**config.mk**
```make
export PLATFORM = sky130hd
export DESIGN_NAME = computational_unit
export DESIGN_NICKNAME = d
export VERILOG_FILES = /design/src/rtl/computational_unit.sv
export SDC_FILE = /design/constraint.sdc
export NUM_CORES = 1
export LEC_CHECK = 0
export CORE_ASPECT_RATIO = 0.6
export CORE_UTILIZATION = 56
export CTS_CLUSTER_DIAMETER = 40
export DETAILED_ROUTE_END_ITERATION = 7
export PLACE_DENSITY = 0.81
export SLEW_MARGIN = 20
export SYNTH_ARGS = -nofsm -noshare
export SYNTH_HDL_FRONTEND = slang
export SYNTH_SLANG_ARGS = --single-unit
```
**constraint.sdc**
```tcl
create_clock -name clk -period 4.1 [get_ports clk]
set_input_delay 0.82 -clock clk [delete_from_list [all_inputs] [get_ports clk]]
set_output_delay 0.82 -clock clk [all_outputs]
set_load 0.01 [all_outputs]
```
**src/rtl/computational_unit.sv**
```systemverilog
// Computational unit: working registers, data-bus source mux, ALU and
// data-memory interface sitting directly below the instruction decoder.
// Every read uses the register values from before the clock edge, so a
// register can be both a bus source and a load target in the same cycle.
module computational_unit #(
  parameter int DW = 8
) (
  input  logic          clk,
  input  logic          reset,
  input  logic          sync_reset,
  input  logic [8:0]    register_enables,
  input  logic [3:0]    source_register_select,
  input  logic [3:0]    LS_nibble_of_ir,
  input  logic [2:0]    alu_func,
  input  logic          x_mux_select,
  input  logic          y_mux_select,
  input  logic          i_mux_select,
  input  logic [DW-1:0] dm_read_data,
  output logic [DW-1:0] data_bus,
  output logic [DW-1:0] dm_address,
  output logic          dm_write,
  output logic [DW-1:0] dm_write_data,
  output logic [DW-1:0] o_reg,
  output logic [DW-1:0] r_out,
  output logic          zero_flag
);

  localparam int EN_X0 = 0;
  localparam int EN_X1 = 1;
  localparam int EN_Y0 = 2;
  localparam int EN_Y1 = 3;
  localparam int EN_O  = 4;
  localparam int EN_M  = 5;
  localparam int EN_I  = 6;
  localparam int EN_DM = 7;
  localparam int EN_R  = 8;

  typedef enum logic [2:0] {
    ALU_NEG = 3'd0,
    ALU_SUB = 3'd1,
    ALU_ADD = 3'd2,
    ALU_MUL = 3'd3,
    ALU_XOR = 3'd4,
    ALU_AND = 3'd5,
    ALU_OR  = 3'd6,
    ALU_NOT = 3'd7
  } alu_op_e;

  logic [DW-1:0] x0_q, x0_d;
  logic [DW-1:0] x1_q, x1_d;
  logic [DW-1:0] y0_q, y0_d;
  logic [DW-1:0] y1_q, y1_d;
  logic [DW-1:0] r_q, r_d;
  logic [DW-1:0] m_q, m_d;
  logic [DW-1:0] i_q, i_d;
  logic [DW-1:0] o_q, o_d;
  logic          zf_q, zf_d;

  logic [DW-1:0] alu_x;
  logic [DW-1:0] alu_y;
  logic [DW-1:0] alu_result;
  logic [7:0]    nibble_product;
  logic [DW-1:0] immediate;
  logic [DW-1:0] i_plus_m;
  alu_op_e       alu_op;

  assign immediate = {{(DW-4){1'b0}}, LS_nibble_of_ir};
  assign alu_op    = alu_op_e'(alu_func);

  // Data-bus source selection; unused codes drive zero.
  always_comb begin
    data_bus = '0;
    unique case (source_register_select)
      4'd0:    data_bus = x0_q;
      4'd1:    data_bus = x1_q;
      4'd2:    data_bus = y0_q;
      4'd3:    data_bus = y1_q;
      4'd4:    data_bus = r_q;
      4'd5:    data_bus = m_q;
      4'd6:    data_bus = i_q;
      4'd7:    data_bus = dm_read_data;
      4'd8:    data_bus = immediate;
      default: data_bus = '0;
    endcase
  end

  // ALU operand selection and combinational result.
  always_comb begin
    alu_x          = x_mux_select ? x1_q : x0_q;
    alu_y          = y_mux_select ? y1_q : y0_q;
    nibble_product = alu_x[3:0] * alu_y[3:0];
    alu_result     = '0;
    unique case (alu_op)
      ALU_NEG: alu_result = '0 - alu_x;
      ALU_SUB: alu_result = alu_x - alu_y;
      ALU_ADD: alu_result = alu_x + alu_y;
      ALU_MUL: alu_result = DW'(nibble_product);
      ALU_XOR: alu_result = alu_x ^ alu_y;
      ALU_AND: alu_result = alu_x & alu_y;
      ALU_OR:  alu_result = alu_x | alu_y;
      ALU_NOT: alu_result = ~alu_x;
      default: alu_result = '0;
    endcase
  end

  // Post-increment address arithmetic wraps modulo 2**DW.
  assign i_plus_m = i_q + m_q;

  // Next-state for every register: hold unless its enable is set;
  // sync_reset overrides all loads.
  always_comb begin
    x0_d = x0_q;
    x1_d = x1_q;
    y0_d = y0_q;
    y1_d = y1_q;
    r_d  = r_q;
    m_d  = m_q;
    i_d  = i_q;
    o_d  = o_q;
    zf_d = zf_q;
    if (sync_reset) begin
      x0_d = '0;
      x1_d = '0;
      y0_d = '0;
      y1_d = '0;
      r_d  = '0;
      m_d  = '0;
      i_d  = '0;
      o_d  = '0;
      zf_d = 1'b0;
    end else begin
      if (register_enables[EN_X0]) x0_d = data_bus;
      if (register_enables[EN_X1]) x1_d = data_bus;
      if (register_enables[EN_Y0]) y0_d = data_bus;
      if (register_enables[EN_Y1]) y1_d = data_bus;
      if (register_enables[EN_O])  o_d  = data_bus;
      if (register_enables[EN_M])  m_d  = data_bus;
      if (register_enables[EN_I])  i_d  = i_mux_select ? i_plus_m : data_bus;
      if (register_enables[EN_R]) begin
        r_d  = alu_result;
        zf_d = (alu_result == '0);
      end
    end
  end

  // State registers with asynchronous clear.
  always_ff @(posedge clk or posedge reset) begin
    if (reset) begin
      x0_q <= '0;
      x1_q <= '0;
      y0_q <= '0;
      y1_q <= '0;
      r_q  <= '0;
      m_q  <= '0;
      i_q  <= '0;
      o_q  <= '0;
      zf_q <= 1'b0;
    end else begin
      x0_q <= x0_d;
      x1_q <= x1_d;
      y0_q <= y0_d;
      y1_q <= y1_d;
      r_q  <= r_d;
      m_q  <= m_d;
      i_q  <= i_d;
      o_q  <= o_d;
      zf_q <= zf_d;
    end
  end

  assign dm_address    = i_q;
  assign dm_write      = register_enables[EN_DM];
  assign dm_write_data = data_bus;
  assign o_reg         = o_q;
  assign r_out         = r_q;
  assign zero_flag     = zf_q;

endmodule
```
### Yosys cells after proc, flatten, opt, wreduce, memory -nomap -nowiden

Index checks and enable logic that the tools add are counted.

| word-level totals | value |
|---|---|
| bits of input ports | 34 |
| bits in writable memories | 0 |
| bits in latches | 0 |
| memories | 0 |
| ROM bits | 0 |
| bits in registers | 65 |

| operators by class | value |
|---|---|
| equality and inequality tests | 15 |
| multiply operators | 1 |
| divide/modulo/power cells | 0 |
| reduce and logical (&&, ||, !) cells | 11 |
| multiplexer cells | 23 |
| shift-type cells | 0 |
| add/sub/neg operators | 4 |
| magnitude comparators | 0 |
| bitwise operators | 4 |

Operators with widths:

| kind | number |
|---|---|
| $mux 8 | 19 |
| $pmux 8 s9 | 1 |
| $pmux 8 s8 | 1 |
| $add 8x8->8 | 2 |
| $eq 4x3->1 const B | 4 |
| $reduce_bool 2->1 | 8 |
| $eq 3x3->1 const B | 4 |
| $and 8x8->8 | 1 |
| $eq 4x2->1 const B | 2 |
| $logic_not 8->1 | 1 |
| $mul 4x4->8 | 1 |
| $not 8->8 | 1 |
| $or 8x8->8 | 1 |
| $sub 1x8->8 const A | 1 |
| $sub 8x8->8 | 1 |
| $xor 8x8->8 | 1 |
| $eq 3x2->1 const B | 2 |
| $eq 4x1->1 const B | 1 |
| $eq 4x4->1 const B | 1 |
| $logic_not 4->1 | 1 |
| $eq 3x1->1 const B | 1 |
| $logic_not 3->1 | 1 |
| $mux 1 | 2 |

### Depth between registers and ports, before layout

Gate-level depths: netlist of the first run.

| depth | value |
|---|---|
| word-level depth | 6 |
| mapped depth | 17 |

### Worst setup path after synthesis of the first run

No wires, ideal clock.

| timing | value |
|---|---|
| path kind | in2reg |
| start point | input x_mux_select |
| end point | register zf_q, in the netlist zero_flag |
| setup time | 0.067 ns |
| required time | 4.033 ns |
| buffers on the path | 2 |
| setup slack | -0.333 ns |
| arrival time | 4.365 ns |
| cell stages on the path | 15 |
| cell sequence | buf_6 buf_4 mux2i_1 inv_1 ha_1 ha_1 fa_1 inv_1 fa_1 nor2_1 or3_1 a32oi_1 o2111ai_1 nor4_1 a32o_1 |

| between the ends | value |
|---|---|
| longest elaborated chain between the ends | 6 |
| elaborated cells between the ends (all ways) | 13 |
| classes of those cells | add/sub (3); mul (1); mux (4); bitwise (4); reduce/logical (1) |

RTL lines:

| what | RTL line | text |
|---|---|---|
| from (decl) | 15 | `input logic x_mux_select,` |
| $mux 8 (*) | 89 | `alu_x = x_mux_select ? x1_q : x0_q;` |
| $mul 4x4->8 (tied with other cells) | 91 | `nibble_product = alu_x[3:0] * alu_y[3:0];` |
| $pmux 8 s8 (*) | 93 | `unique case (alu_op)` |
| $logic_not 8->1 (*) | 141 | `zf_d = (alu_result == '0);` |
| $mux 1 (*) | 139 | `if (register_enables[EN_R]) begin` |
| $mux 1 (*) | 121 | `if (sync_reset) begin` |
| to (signal assigned) | 167 | `zf_q <= zf_d;` |
| to (decl) | 57 | `logic zf_q, zf_d;` |

Mark *: on every way between the ends. The rest lies on a longest branch, timed or not. The select of a mux whose other input is x is not followed.
A chain may end at the register's enable or synchronous reset.

### Worst setup path in the final report of the first run

| timing | value |
|---|---|
| start point | input y_mux_select |
| end point | register r_q[3], in the netlist r_out[3] |

| between the ends | value |
|---|---|
| longest elaborated chain between the ends | 5 |
| elaborated cells between the ends (all ways) | 10 |
| classes of those cells | add/sub (2); mul (1); mux (4); bitwise (3) |

RTL lines:

| what | RTL line | text |
|---|---|---|
| from (decl) | 16 | `input logic y_mux_select,` |
| $mux 8 (*) | 90 | `alu_y = y_mux_select ? y1_q : y0_q;` |
| $mul 4x4->8 (tied with other cells) | 91 |  |
| $pmux 8 s8 (*) | 93 |  |
| $mux 8 (*) | 139 |  |
| $mux 8 (*) | 121 |  |
| to (signal assigned) | 163 | `r_q <= r_d;` |
| to (decl) | 53 | `logic [DW-1:0] r_q, r_d;` |

Marks and branches as above.

==> qor.yml, run 1 <==
outcome: "complete, no violations"
cp.required_ps: 4310
clock_latency_ps: 340
grt_use_total_pct: 37.52
p_per_area_nw_per_um2: 301.1
synth_fp_nets: 714
regArea_um2: 1627
synth.top_cells.by_count: "nor2_1 (105), dfrtp_1 (65), mux2i_1 (54), ha_1 (43), inv_1 (41)"
finalClockSkew_ps: 7.794
relSlewSlack_pct: 41.24
fin_nets: 831
worst_hold_startpoint: "zero_flag"
ctsHtreeMaxLevel: 3
r2r_slack_ps: 210
antenna_found_initial: 0
num-fill-cells: 643
cp-start-kind: "primary input"
first_iter_violations: 780
finalHoldViolations: 0
grt_first_pass_wirelength_mm: 28.65
avgViaCountPerCell: 6.323
io_pins: 76
hold_class: "reg2reg"
grt_pass1_vias: 5285
reg2reg_from: "y1_q[3]"
root_buffer: "clkbuf_16"
ys_ff_latch: 65
area_growth_pct: 29.73
clk_pin_slew_ps: 60
synth_warnings: 0
grt_remaining_overflow: 0
synth_area_um2: 5525
clock_path_buffers: 2
drc: 0
yosysSeqAreaShare_pct: 29.44
drt_pass1_iterations: 6
synth-main-ff-cell: "dfrtp_1"
yosys.cell_count.top_type: "nor2_1"
p_total_mw: 2.159
ant_nets: 0
fmax_mhz: 248.3
diodes: 0
grt_max_degree: 50
routed_wl_mm: 18.50
irDropWorstVdd_v: 0.0002325
setup_viol_count_final: 0
cts_num_sinks: 65
initial_core_util_pct: 59.05
synth_edf_count: 0
tightest_slew_ps: 880.3
whs_endpoint: "zero_flag"
cts_buffers: 9
die_h_um: 78.94
row_count: 27
endpoint_kind: "flip-flop"
drv_cap: 0
gp_congestion: 0.9708
numPortBuffers: 73
drive_gt1_share_pct: 18.62
synth_top_area_share_pct: 29.44
ys_types: 62
synthArstFlopShare_pct: 100.0
routedWlPerCell_um: 20.98
netlist_instances: 631
hpwl_mm: 13.72
r2r_cells: 17
multi_input_area_um2: 3581
worstPathArrival_ps: 4240
fin_crit_sh_pct: 98.24
regToRegEndpoint: "r_out[3]"
tns_ps: 0
slew_violations: 0
die_x_um: 130.2
crit_fanout: 4
fp.dieArea_um2: 10280
layout_min_cycle_time_ps: 4028
leakage_nw: 3.442
cts_tree: "built"
syn_avg_cell_area_um2: 8.756
yosys.area.top_type: "dfrtp_1"
crit_type: "in2reg"
synthTopCellsByArea: "dfrtp_1 (29%), mux2i_1 (9.8%), ha_1 (9.7%)"
vias: 5577
whs_path_depth: 1
core_area_um2: 9358
[cell families (layout without fill, tap and decap cells)]
| group | after synthesis | count (layout) | share of synthesized area [%] |
|---|---|---|---|
| and+or+nand+nor | 188 | 188 | 15.33 |
| adders and majority gates | 49 | 49 | 11.91 |
| AOI/OAI and AO/OA | 149 | 149 | 18.34 |
| muxes | 68 | 68 | 13.86 |
| xor gates and xnor gates | 23 | 23 | 3.646 |
| buffers and inverters | 89 | 210 | 7.473 |
| DFF | 65 | 65 | 29.44 |
[repair_timing]
item                                    4_1_cts  5_1_grt
gates resized for setup                      14       19
endpoints found under the setup margin        9       14
setup buffers                                12        0
pin swaps                                    10        7
hold buffers                                  0        0
[area by class of cell]
class,instances,area share (%)
inverter,42,2.217
tap,130,2.269
clock inverter,2,0.1746
sequential,65,22.69
clock buffer,13,3.770
multi-input combinational,477,49.96
timing repair buffer,153,18.92
[per-layer routing]
metal	wire, um	global-route usage (%)
met5	0	0
met4	277	7.558
met3	2466	11.12
met2	7714	54.52
met1	8041	54.76
[placed cells by master, fill, tap and decap left out, drive strengths merged, types with 5 or more instances in the layout]
master         instances
a22oi                  6
buf                   83
a221oi                12
ha                    43
or3                    6
o22ai                  6
dfrtp                 65
nor2                 107
mux4                   5
xnor2                 20
nand3                  9
a21o                   9
a31oi                  6
nor2b                  8
clkbuf                13
fa                     6
mux2i                 55
mux2                   8
nand2                 25
o21ai                 24
clkdlybuf4s50         69
a211oi                25
a21oi                 33
inv                   41
nor3                   9
[worst max-delay path, cell delays in order]
cell and delay (ps):
buf_6 120, mux2i_2 160, inv_1 110, nand2_2 70, fa_1 550, inv_2 40
fa_1 530, inv_1 60, fa_1 480, nor2_1 40, or3_1 350, a32oi_2 280
buf_4 150, buf_4 100, buf_4 90, nor2_1 40, mux2i_1 180, nor2_1 60
[worst max path at each step]
stage            startpoint   endpoint  slack (ps)  depth (start not counted)
3_5_place_dp   y_mux_select  zero_flag        -710                         15
3_3_place_gp   y_mux_select  zero_flag        -560                         15
2_1_floorplan  x_mux_select  zero_flag          50                         16
5_1_grt        y_mux_select   r_out[3]         -40                         18
4_1_cts        x_mux_select  zero_flag        -100                         16
6_report       y_mux_select   r_out[3]          70                         18
[power breakdown]
part / internal (mW) / switching, mW / total (mW)
Sequential: 0.677 / 0.0480 / 0.725
Combinational: 0.333 / 0.366 / 0.699
Clock: 0.454 / 0.280 / 0.734
[stage by stage]
step / worst slack (ps) / std cells / cell area [um2] / util (%) / hold WS (ps)
5_1_grt: -40.84 / 882 / 7168 / 76.60 / 532.4
3_5_place_dp: -708.3 / 856 / 6716 / 71.77 / 494.9
3_3_place_gp: -561.4 / 856 / 6716 / 71.77 / 502.6
2_1_floorplan: 49.58 / 631 / 5550 / - / 508.0
6_report: 72.10 / 882 / 7168 / 76.60 / 525.0
4_1_cts: -104.5 / 883 / 7094 / 75.81 / 507.1
Power figures use the tool's default switching activity.
==> run 2: changes to the inputs <==
Settings changed: CAP_MARGIN set to 10.
==> results of run 2 <==
No change in the layout: final DEF, timing and power equal those of run 1.
==> run 3: changes to the inputs <==
--- a/config.mk
+++ b/config.mk
@@ -8,7 +8,10 @@
 export CAP_MARGIN = 10
+export CELL_PAD_IN_SITES_DETAIL_PLACEMENT = 1
+export CELL_PAD_IN_SITES_GLOBAL_PLACEMENT = 1
 export CORE_ASPECT_RATIO = 0.6
-export CORE_UTILIZATION = 56
+export CORE_UTILIZATION = 43
 export CTS_CLUSTER_DIAMETER = 40
 export DETAILED_ROUTE_END_ITERATION = 7
-export PLACE_DENSITY = 0.81
+export PLACE_DENSITY_LB_ADDON = 0.1
+export SETUP_SLACK_MARGIN = 0.3
 export SLEW_MARGIN = 20
--- a/constraint.sdc
+++ b/constraint.sdc
@@ -3,2 +3,2 @@
 set_output_delay 0.82 -clock clk [all_outputs]
-set_load 0.01 [all_outputs]
+set_load 0.005 [all_outputs]
==> qor.yml, run 3 (same netlist as run 1, synthesis figures left out) <==
numPortBuffers: 73
die_x_um: 148.3
ant_nets: 0
fp.dieArea_um2: 13320
outcome: "complete, but fails checks"
final_core_util_pct: 61.26
cts_tree: "built"
p_total_mw: 2.165
first_iter_violations: 460
cts_buffers: 9
relSlewSlack_pct: 40.68
crit_fanout: 5
routedWlPerCell_um: 23.54
irDropWorstVdd_v: 0.0001873
final_common_cell: "nor2_1"
area_growth_pct: 36.32
finalHoldViolations: 0
vias: 5683
fin_crit_sh_pct: 100.6
fin_cells: 933
initial_core_util_pct: 44.94
hold_class: "reg2reg"
antenna_found_initial: 0
grt_remaining_overflow: 0
path_delay_family: "adder cells"
grt_max_degree: 66
io_pins: 76
rsz0062_at_grt: "yes"
tightest_slew_ps: 889.8
p_per_area_nw_per_um2: 287.4
cp-start-kind: "primary input"
dpl_cell_area_um2: 6778
ctsHtreeMaxLevel: 3
slew_violations: 0
cpMostUsedCell: "inv_2"
setup_viol_count_final: 1
layout_min_cycle_time_ps: 4123
root_buffer: "clkbuf_16"
drv_cap: 0
drc: 0
fin_nets: 849
clk_pin_slew_ps: 60
cp.required_ps: 4370
clock_latency_ps: 340
crit_chain: "buf_6 > buf_12 > mux2i_4 > inv_2 > nand2_2 > fa_1 > inv_2 > fa_2 > inv_2 > fa_1 > nor2_1 > or3_1 > a32oi_2 > o2111ai_2 > nor4_2 > a32o_2"
drt_pass1_iterations: 5
grt_pass1_vias: 5810
layout_common_cells: "nor2_1 (102), buf_4 (83), clkdlybuf4s50_1 (67)"
hpwl_mm: 15.42
dp_cells: 893
final_area_um2: 7532
endpoint_kind: "flip-flop"
row_count: 31
avgViaCountPerCell: 6.091
violations: "negative setup slack"
drive_gt1_share_pct: 23.83
setup_slack_ps: -22.86
critPathSlowestCell: "fa_2"
grt_use_total_pct: 33.73
crit_buf_inv: 5
cts_num_sinks: 65
clock_path_buffers: 2
grt_first_pass_wirelength_mm: 34.02
diodes: 0
die_h_um: 89.81
gp_congestion: 0.9028
routed_wl_mm: 21.97
leakage_nw: 3.555
worstPathArrival_ps: 4390
core_area_um2: 12300
crit_type: "in2reg"
fmax_mhz: 242.6
finalClockSkew_ps: 5.524
cpPeakStageDelay_ps: 570
run 3: changes by cell type in the layout (fill, tap and decap cells not counted), sizes merged:
| cell | before | now |
|---|---|---|
| clkinvlp | 1 | 0 |
| buf | 83 | 100 |
| clkinv | 2 | 1 |
| dlygate4sd2 | 0 | 2 |
| clkdlybuf4s50 | 69 | 67 |
| inv | 41 | 42 |
run 3: tightest hold or removal path, delay by kind of cell, from the launching register on:
kind | cells | cell delay (ps)
flip-flops | 1 | 350
multiplexers | 1 | 70
AND/OR/NAND/NOR | 1 | 80
run 3: layer usage:
metal	track usage (%)	vias up	part of all wire, %
li1	-	2515	-
met1	50.23	2883	48
met2	49.26	257	43
met3	7.868	28	7.9
met4	6.873	0	1.2
met5	0	-	0
run 3: power breakdown:
| group | switching (mW) | internal, mW | leakage [nW] |
|---|---|---|---|
| registers | 0.0504 | 0.678 | 0.877 |
| clock network | 0.275 | 0.415 | 0.124 |
| logic | 0.386 | 0.361 | 2.55 |
run 3: final cells by class:
cell class                      instances  area [um2]
Fill cell                            1392        4763
Multi-Input combinational cell        477        3732
Sequential cell                        65        1627
Timing Repair Buffer                  171        1555
Clock buffer                           12       246.5
Tap cell                              165       206.4
Inverter                               42       160.2
Clock inverter                          1       5.005
run 3: path summary, 6_finish.rpt:
check,start,end,slack (ps),cells past startpoint
setup / recovery,y_mux_select,zero_flag,-20,16
hold / removal,o_reg[4],o_reg[4],540,2
setup reg to reg,x1_q[0],zero_flag,200,14
hold reg to reg,o_reg[4],o_reg[4],540,2
max in group asynchronous,reset,dm_address[5],2430,3
min in group asynchronous,reset,o_reg[1],1060,3
run 3: per-stage QoR:
stage | setup TNS [ps] | hold slack, ps | setup WS [ps]
floorplan | 0 | 489.3 | 56.18
CTS | -144.9 | 536.6 | -144.9
global route | -246.8 | 559.2 | -147.9
global placement | -2380 | 507.9 | -519.5
finish | -22.86 | 535.7 | -22.86
detailed placement | -3255 | 519.2 | -698.8
run 3: timing repair:
action                     in CTS  in global routing
gates resized for setup        54                 25
setup endpoints to repair      20                 20
cloned                          0                  1
buffers inserted               18                  8
hold buffers                    0                  0
pin swaps                      33                 20
